--- src/rtl/td4_pkg.sv ---
// rtl/td4_pkg.sv - shared constants for the TD4 program loader
//
// Purpose : loader FSM state encoding, default bus widths and the TD4
//           opcodes used when building test programs.
// Ports   : none (package).

package td4_pkg;

    // Default geometry of the program store.
    localparam int ADDR_W_DEF = 4;
    localparam int DATA_W_DEF = 8;

    // Loader FSM state encoding.
    localparam logic [1:0] ST_IDLE    = 2'd0;
    localparam logic [1:0] ST_LOAD    = 2'd1;
    localparam logic [1:0] ST_FILL    = 2'd2;
    localparam logic [1:0] ST_RELEASE = 2'd3;

    // TD4 opcodes (upper nibble of an instruction word).
    localparam logic [3:0] OP_OUT_IM = 4'b1011;
    localparam logic [3:0] OP_JMP_IM = 4'b1111;

    // Build an 8-bit TD4 instruction from opcode and immediate.
    function automatic logic [7:0] mk_insn(input logic [3:0] op, input logic [3:0] im);
        return {op, im};
    endfunction

endpackage

--- src/rtl/program_loader_if.sv ---
// rtl/program_loader_if.sv - host-side byte-stream load interface
//
// Purpose : groups the program-load handshake and status signals.
// Signals : LD_START  host -> loader  request a load session
//           LD_VALID  host -> loader  LD_DATA holds a byte
//           LD_DATA   host -> loader  program byte
//           LD_END    host -> loader  no more bytes
//           LD_READY  loader -> host  byte accepted this cycle
//           LD_DONE   loader -> host  pulse on first run cycle after load
//           BUSY      loader -> host  load, fill or release in progress
// Modports: master (host side), slave (loader side).

interface program_loader_if #(
    parameter int DATA_W = 8
);
    logic              LD_START;
    logic              LD_VALID;
    logic [DATA_W-1:0] LD_DATA;
    logic              LD_END;
    logic              LD_READY;
    logic              LD_DONE;
    logic              BUSY;

    modport master (
        output LD_START, LD_VALID, LD_DATA, LD_END,
        input  LD_READY, LD_DONE, BUSY
    );

    modport slave (
        input  LD_START, LD_VALID, LD_DATA, LD_END,
        output LD_READY, LD_DONE, BUSY
    );
endinterface

--- src/rtl/program_loader_mem.sv ---
// rtl/program_loader_mem.sv - program store register array
//
// Purpose : 2**ADDR_W x DATA_W register array, cleared asynchronously,
//           one synchronous write port and one combinational read port.
// Ports   : clk, rst_n           clock, async active-low clear
//           we, waddr, wdata     write port (rising edge)
//           raddr, rdata         combinational read port

module loader_mem #(
    parameter int ADDR_W = 4,
    parameter int DATA_W = 8
) (
    input  logic              clk,
    input  logic              rst_n,
    input  logic              we,
    input  logic [ADDR_W-1:0] waddr,
    input  logic [DATA_W-1:0] wdata,
    input  logic [ADDR_W-1:0] raddr,
    output logic [DATA_W-1:0] rdata
);
    localparam int DEPTH = 1 << ADDR_W;

    logic [DATA_W-1:0] mem [DEPTH];

    always_ff @(posedge clk or negedge rst_n) begin
        if (!rst_n) begin
            for (int i = 0; i < DEPTH; i++) begin
                mem[i] <= '0;
            end
        end else if (we) begin
            mem[waddr] <= wdata;
        end
    end

    // Zero-latency read: the core fetches straight from the array.
    assign rdata = mem[raddr];

endmodule

--- src/rtl/program_loader.sv ---
// rtl/program_loader.sv - writable TD4 program store with load FSM
//
// Purpose : replaces the TD4 ROM; accepts a program over a byte stream,
//           holds the core in reset while loading, zero-fills the unused
//           tail and then releases the core to run from address 0.
// Ports   : CLK      system clock
//           CLR      asynchronous active-low reset
//           A        instruction address from the core
//           D        instruction word to the core (combinational)
//           CPU_CLR  registered active-low reset for the core
//           ld       load handshake interface (slave side)

module program_loader
    import td4_pkg::*;
#(
    parameter int ADDR_W = ADDR_W_DEF,
    parameter int DATA_W = DATA_W_DEF
) (
    input  logic              CLK,
    input  logic              CLR,
    input  logic [ADDR_W-1:0] A,
    output logic [DATA_W-1:0] D,
    output logic              CPU_CLR,
    program_loader_if.slave   ld
);
    localparam int DEPTH = 1 << ADDR_W;
    // ptr carries one extra bit so "all words written" is ptr == DEPTH
    // rather than a wrap back to 0.
    localparam logic [ADDR_W:0] PTR_END = (ADDR_W + 1)'(DEPTH);

    logic [1:0]        state;
    logic [ADDR_W:0]   ptr;
    logic [ADDR_W:0]   ptr_after;
    logic              cpu_clr;
    logic              ld_done;

    logic              mem_we;
    logic [DATA_W-1:0] mem_wdata;

    // Write-port control: host bytes in LOAD, zeros in FILL. The top-bit
    // guard keeps a stray write from ever landing on an aliased address.
    always_comb begin
        mem_we    = 1'b0;
        mem_wdata = '0;
        case (state)
            ST_LOAD: begin
                if (ld.LD_VALID && !ptr[ADDR_W]) begin
                    mem_we    = 1'b1;
                    mem_wdata = ld.LD_DATA;
                end
            end
            ST_FILL: begin
                mem_we = !ptr[ADDR_W];
            end
            default: begin
                mem_we = 1'b0;
            end
        endcase
    end

    // Pointer value after this cycle's write; END decisions use this so a
    // byte offered together with END is counted before END is applied.
    assign ptr_after = mem_we ? ptr + (ADDR_W + 1)'(1) : ptr;

    always_ff @(posedge CLK or negedge CLR) begin
        if (!CLR) begin
            state   <= ST_IDLE;
            ptr     <= '0;
            cpu_clr <= 1'b0;
            ld_done <= 1'b0;
        end else begin
            ld_done <= 1'b0;
            case (state)
                ST_IDLE: begin
                    cpu_clr <= 1'b1;
                    if (ld.LD_START) begin
                        state   <= ST_LOAD;
                        ptr     <= '0;
                        cpu_clr <= 1'b0;
                    end
                end
                ST_LOAD: begin
                    ptr <= ptr_after;
                    if (ptr_after == PTR_END) begin
                        state <= ST_RELEASE;
                    end else if (ld.LD_END) begin
                        state <= ST_FILL;
                    end
                end
                ST_FILL: begin
                    ptr <= ptr_after;
                    if (ptr_after == PTR_END) begin
                        state <= ST_RELEASE;
                    end
                end
                ST_RELEASE: begin
                    // Core leaves reset on the same edge LD_DONE rises,
                    // so the pulse marks its first running cycle.
                    state   <= ST_IDLE;
                    cpu_clr <= 1'b1;
                    ld_done <= 1'b1;
                end
                default: begin
                    state <= ST_IDLE;
                end
            endcase
        end
    end

    loader_mem #(
        .ADDR_W (ADDR_W),
        .DATA_W (DATA_W)
    ) u_mem (
        .clk   (CLK),
        .rst_n (CLR),
        .we    (mem_we),
        .waddr (ptr[ADDR_W-1:0]),
        .wdata (mem_wdata),
        .raddr (A),
        .rdata (D)
    );

    assign CPU_CLR     = cpu_clr;
    assign ld.LD_READY = (state == ST_LOAD);
    assign ld.BUSY     = (state != ST_IDLE);
    assign ld.LD_DONE  = ld_done;

endmodule
--- src/flat_wrapper.sv ---
// flat-port wrapper written by rule: the top's interface ports become plain ports
module program_loader_flat import td4_pkg::*;
#(
    parameter int ADDR_W = ADDR_W_DEF,
    parameter int DATA_W = DATA_W_DEF
)
  (CLK, CLR, A, D, CPU_CLR, ld_LD_START, ld_LD_VALID, ld_LD_DATA, ld_LD_END, ld_LD_READY, ld_LD_DONE, ld_BUSY);
  program_loader_if #(.DATA_W(DATA_W)) ld_i ();
  input  logic CLK;
  input  logic CLR;
  input  logic [ADDR_W-1:0] A;
  output logic [DATA_W-1:0] D;
  output logic CPU_CLR;
  input wire logic [$bits(ld_i.LD_START)-1:0] ld_LD_START;
  input wire logic [$bits(ld_i.LD_VALID)-1:0] ld_LD_VALID;
  input wire logic [$bits(ld_i.LD_DATA)-1:0] ld_LD_DATA;
  input wire logic [$bits(ld_i.LD_END)-1:0] ld_LD_END;
  output wire logic [$bits(ld_i.LD_READY)-1:0] ld_LD_READY;
  output wire logic [$bits(ld_i.LD_DONE)-1:0] ld_LD_DONE;
  output wire logic [$bits(ld_i.BUSY)-1:0] ld_BUSY;
  assign ld_i.LD_START = ld_LD_START;
  assign ld_i.LD_VALID = ld_LD_VALID;
  assign ld_i.LD_DATA = ld_LD_DATA;
  assign ld_i.LD_END = ld_LD_END;
  assign ld_LD_READY = ld_i.LD_READY;
  assign ld_LD_DONE = ld_i.LD_DONE;
  assign ld_BUSY = ld_i.BUSY;
  program_loader #(.ADDR_W(ADDR_W), .DATA_W(DATA_W)) u_core (.CLK(CLK), .CLR(CLR), .A(A), .D(D), .CPU_CLR(CPU_CLR), .ld(ld_i));
endmodule
--- config.mk ---
export PLATFORM = sky130hd
export DESIGN_NAME = program_loader_flat
export DESIGN_NICKNAME = d
export VERILOG_FILES = /design/src/rtl/td4_pkg.sv /design/src/rtl/program_loader_if.sv /design/src/rtl/program_loader_mem.sv /design/src/rtl/program_loader.sv /design/src/flat_wrapper.sv
export SDC_FILE = /design/constraint.sdc
export NUM_CORES = 1
export LEC_CHECK = 0
export CAP_MARGIN = 20
export CORE_MARGIN = 4
export CORE_UTILIZATION = 45
export CTS_BUF_LIST = sky130_fd_sc_hd__clkbuf_8 sky130_fd_sc_hd__clkbuf_16
export DETAILED_ROUTE_END_ITERATION = 16
export PLACE_DENSITY = 0.63
export SLEW_MARGIN = 20
export SYNTH_ARGS = -nofsm -noshare
export SYNTH_HDL_FRONTEND = slang
export SYNTH_SLANG_ARGS = --single-unit
--- constraint.sdc ---
create_clock -name CLK -period 2.6 [get_ports CLK]
set_clock_uncertainty 0.1 [all_clocks]
set_input_delay 0.39 -clock CLK [delete_from_list [all_inputs] [get_ports CLK]]
set_output_delay 0.39 -clock CLK [all_outputs]
set_load 0.02 [all_outputs]
Word-level counts from Yosys, hierarchy flattened:

Index checks and enable logic that the tools add are counted.

* memories kept: 0
* word-level logic and storage cells: 64
* ROM bits: 0
* bits in latches: 0
* input bits: 17
* bits in writable memories: 0
* register bits: 137
* output and inout bits: 12

* div/mod/pow operators: 0
* shift operators: 0
* add/subtract/negate cells: 1
* $mul: 0
* bitwise gates (word level): 2
* eq/ne operators: 7
* mux-type cells: 21
* magnitude comparators: 3
* reductions and logical operators: 10

Operators by type and width (count)
* bitwise mux 128 bit: 1
* two-way mux 8 bit: 5
* binary-select mux 8 bit (select 4 bit): 1
* demux 8 bit (select 4 bit): 1
* greater-or-equal comparator 5 bit (second input constant): 2
* two-way mux 5 bit: 2
* NOT 4 -> 5 bit: 2
* one-hot mux 5 bit (2 select lines): 1
* two-way mux 2 bit: 4
* one-hot mux 2 bit (4 select lines): 1
* nonzero test 2 bit: 3
* adder 5 x 1 -> 5 bit (second input constant): 1
* equality test 5 bit (second input constant): 1
* less-than comparator 5 x 1 -> 1 bit (second input constant): 1
* equality test 2 bit (second input constant): 2
* one-hot mux 1 bit (2 select lines): 2
* two-way mux 1 bit: 3
* inequality test 3 x 2 -> 1 bit (second input constant): 1
* AND reduction 3 bit: 1
* equality test 2 x 1 -> 1 bit (second input constant): 1
* logical AND 1 bit: 2
* logical NOT 2 bit: 1
* inequality test 2 x 1 -> 1 bit (second input constant): 1
* inequality test 2 bit (second input constant): 1
* 3 further kinds: 3

Logic depth before layout (Yosys ltp):

* word-level depth: 8
* mapped depth: 10
* mapped depth without buffers: 7

Cells and area by module:

A second synthesis with hierarchy kept.

* cell total of the unflattened synthesis: 442
* area, all modules: 6603.8 sq um

Modules (own cells, without submodules)
* loader_mem: seq. area each 3203.1 sq um, area an instance 5915.7 sq um, times used 1, cells each 365
* program_loader: seq. area each 225.2 sq um, area an instance 688.2 sq um, times used 1, cells each 77

Least setup slack after synthesis:

No wires, ideal clock.

* path kind: input -> output
* start: in A[0]
* end: out D[0]
* data arrival time: 1703 ps
* path slack: 407 ps
* buffers on the path: 2
* cell stages on the path: 4
* data required time: 2110 ps
* path through: buf_6 > buf_8 > mux4_1 > mux4_2

* word-level cells in the longest chain between the ends: 4

RTL lines
* start: declaration: RTL line flat_wrapper.sv:11 `input logic [ADDR_W-1:0] A;`
* NOT 4 -> 5 bit (implied by the code): RTL line program_loader_mem.sv:36 `assign rdata = mem[raddr];`
* binary-select mux 8 bit (select 4 bit): RTL line program_loader_mem.sv:36
* two-way mux 8 bit (implied by the code) (2 in series): RTL line program_loader_mem.sv:36
* end: declaration: RTL line flat_wrapper.sv:12 `output logic [DATA_W-1:0] D;`

No other way between the ends. The select of a mux whose other input is x is not followed.

Worst setup path in the final report:

* start: reg u_core.u_mem.mem[80] (netlist name)
* end: out D[0]

* word-level cells in the longest chain between the ends: 3

RTL lines
* start: declaration: RTL line program_loader_mem.sv:23 `logic [DATA_W-1:0] mem [DEPTH];`
* start signal: indexed assignment: RTL line program_loader_mem.sv:31 `mem[waddr] <= wdata;`
* binary-select mux 8 bit (select 4 bit): RTL line program_loader_mem.sv:36
* two-way mux 8 bit (implied by the code) (2 in series): RTL line program_loader_mem.sv:36

No other way between the ends. The select of a mux whose other input is x is not followed.

==> flow_summary.toml <==
[synthesis]
synth_nets = 590
netlist_instances = 565
yosys_warnings = 0
ys.flop_type = "dfrtp_1"
ys_seq_area_share_pct = 53.7
avgSynthCellArea_um2 = 11.3
ys_seq_elements = 137
synthArstFlopShare_pct = 100
synth_edf_count = 0
yosysUniqueCellTypes = 40
syn_area_um2 = 6380

[sta]
relSlewSlack_pct = 52.3
clock.fmax_mhz = 401
hold_viol = 0
finalSetupViolCount = 0
slew_violations = 0
tightest_slew_ps = 716
rsz0062_at_grt = "no"
period_minus_slack_ps = 2490
fin_crit_sh_pct = 95.8

[placed_design]
io_buffers = 28
hpwlAfterDp_um = 10400
routabilityCongestion = 0.839
placed_cell_area_um2 = 7000

[cts]
cts_setup_buffers = 0
cts_buffers = 17
clock-root-buffer = "clkbuf_16"
cts_tree = "done"
clkLatencyLatePin_ps = 420
cts_sinks = 137
h-tree-depth = 4
clk_path_buf_depth = 2
path_clk_slew_ps = 60

[floorplan]
initial_utilization_pct = 46.0
fp.dieW_um = 127
die_y_um = 127
die_area_um2 = 16200
core_um2 = 13900
ios = 29
num_rows = 43

[worst_setup_path]
cp-start-kind = "flop"
required_ps = 2110
r2r_cells = 7
path_max_fanout = 2
reg2reg_slack_ps = 290
worstSetupStartpoint = "u_core.u_mem.mem[80]"
reg2reg_to = "u_core.state[0]"
critPathKind = "reg -> out"
arrival_ps = 2000
endpoint_kind = "output pin"
r2r_start = "u_core.ptr[0]"

[grt]
use_met2_pct = 33.8
grt_pass1_vias = 4706
grt_pass1_wl_um = 26200
grt.total_usage_pct = 21.2
antenna_found_initial = 0
overflow = 0
grtUsageMet3_pct = 5.14
grt_start_max_net_pins = 54
busiest_layer = "met2"
grt.met1_usage_pct = 29.3

[layout]
diodes = 0
num-nets-final = 634
final_area_um2 = 7670
drive_above_1_share_pct = 16.7
utilization_pct = 55.2
synthToLayoutAreaGrowth_pct = 20.1

[routing]
route.detailed.drc = 0
drt_iter0_drc = 397
wirelength_um = 15900
dr_total_vias = 4601
via_per_inst = 5.74
ant_nets = 0
drt-wirelength-per-cell_um = 19.8
dr.pass1.iters = 5

[run]
maxCapViolCount = 0

[hold_path]
hold_path.class = "in -> async"

[pwr]
power_leakage_nw = 3.47
powerDensity_nw_per_um2 = 856
ir_drop_mv = 0.700

[run_status]
status = "completed"
[stage by stage]
stage	hold slack [ps]	total power, W	setup slack (ps)	instances	TNS [ps]
5_1_grt	383	0.00689	56.5	802	0
4_1_cts	360	0.00660	0.0271	802	0
2_1_floorplan	-5.59	0.00342	407	565	0
3_3_place_gp	231	0.00388	-388	768	-2860
6_report	356	0.00656	108	802	0
3_5_place_dp	233	0.00392	-395	768	-3020
[Yosys cell counts, types with 3 or more instances]
master,n,area [um^2]
nand4b_1,8,70.1
inv_1,8,30.0
a22o_1,4,35.0
mux4_1,24,631
nand4_2,3,37.5
ha_1,8,100
nand2_1,149,559
clkbuf_1,23,86.3
dfrtp_1,137,3430
nand2b_1,3,18.8
mux4_2,16,360
nor2_1,6,22.5
buf_1,5,18.8
nand3_1,3,15.0
o21ai_1,9,45.0
buf_2,7,35.0
o21ai_0,124,621
[worst max-delay path by stage]
stage	to	slack, ps	cells after the start
floorplan	D[0]	410	4
global placement	D[3]	-390	5
detailed placement	D[0]	-390	5
CTS	D[4]	0.03	5
global route	D[0]	60	3
finish	D[0]	110	3
[where the power goes]
part | switching, W | internal [W]
registers | 0.000160 | 0.00236
clock network | 0.000906 | 0.00177
logic | 0.000817 | 0.000547
[registers in the layout, indices dropped and copies added, names as in the netlist]
| signal | cells |
|---|---|
| u_core.u_mem.mem | 128 |
| u_core.ptr | 5 |
| u_core.CPU_CLR | 1 |
| u_core.state | 2 |
| u_core.ld.LD_DONE | 1 |
[cell families after synthesis]
group	Yosys count	share of synthesized area [%]
adder cells (fa/ha/maj)	8	1.57
AND/OR/NAND/NOR	183	12.8
AO/OA/AOI/OAI	144	11.8
buffers and inverters	48	3.74
multiplexers	45	16.4
flip-flops	137	53.7
[layer usage]
layer	vias to the layer above	wire, um
li1	2113	-
met1	2313	6850
met2	150	7830
met3	25	933
met4	0	257
met5	-	0
[cell usage in the layout (no fill, tap or decap), types with 6 or more instances in the layout]
cell,Yosys,final
mux4_1,24,24
o21ai_0,124,124
buf_2,7,6
o21ai_1,9,9
nor2_1,6,6
nand2_1,149,149
dfrtp_1,137,137
clkbuf_16,0,17
ha_1,8,8
clkdlybuf4s50_1,0,17
mux4_2,16,16
nand4b_1,8,8
inv_1,8,9
buf_4,1,30
[critical path, stage by stage (launching register included)]
cell and delay, ps:
dfrtp_1 390, mux4_1 520, mux4_2 490, buf_2 180
[layout make-up]
| class | count | area, um^2 |
|---|---|---|
| Clock buffer | 20 | 467 |
| Clock inverter | 12 | 196 |
| Fill cell | 1205 | 6210 |
| Inverter | 8 | 30.0 |
| Multi-Input combinational cell | 380 | 2720 |
| Sequential cell | 137 | 3430 |
| Tap cell | 180 | 225 |
| Timing Repair Buffer | 65 | 606 |
[what timing repair did]
item                                   in CTS  in global routing
pin swaps                                   0                  0
setup endpoints to repair                   8                  8
hold buffers                                1                  0
gates resized for setup                    23                  9
gates cloned                                1                  0
endpoints found under the hold margin      40                  0
No activity file was read; power rests on OpenSTA's default activity.
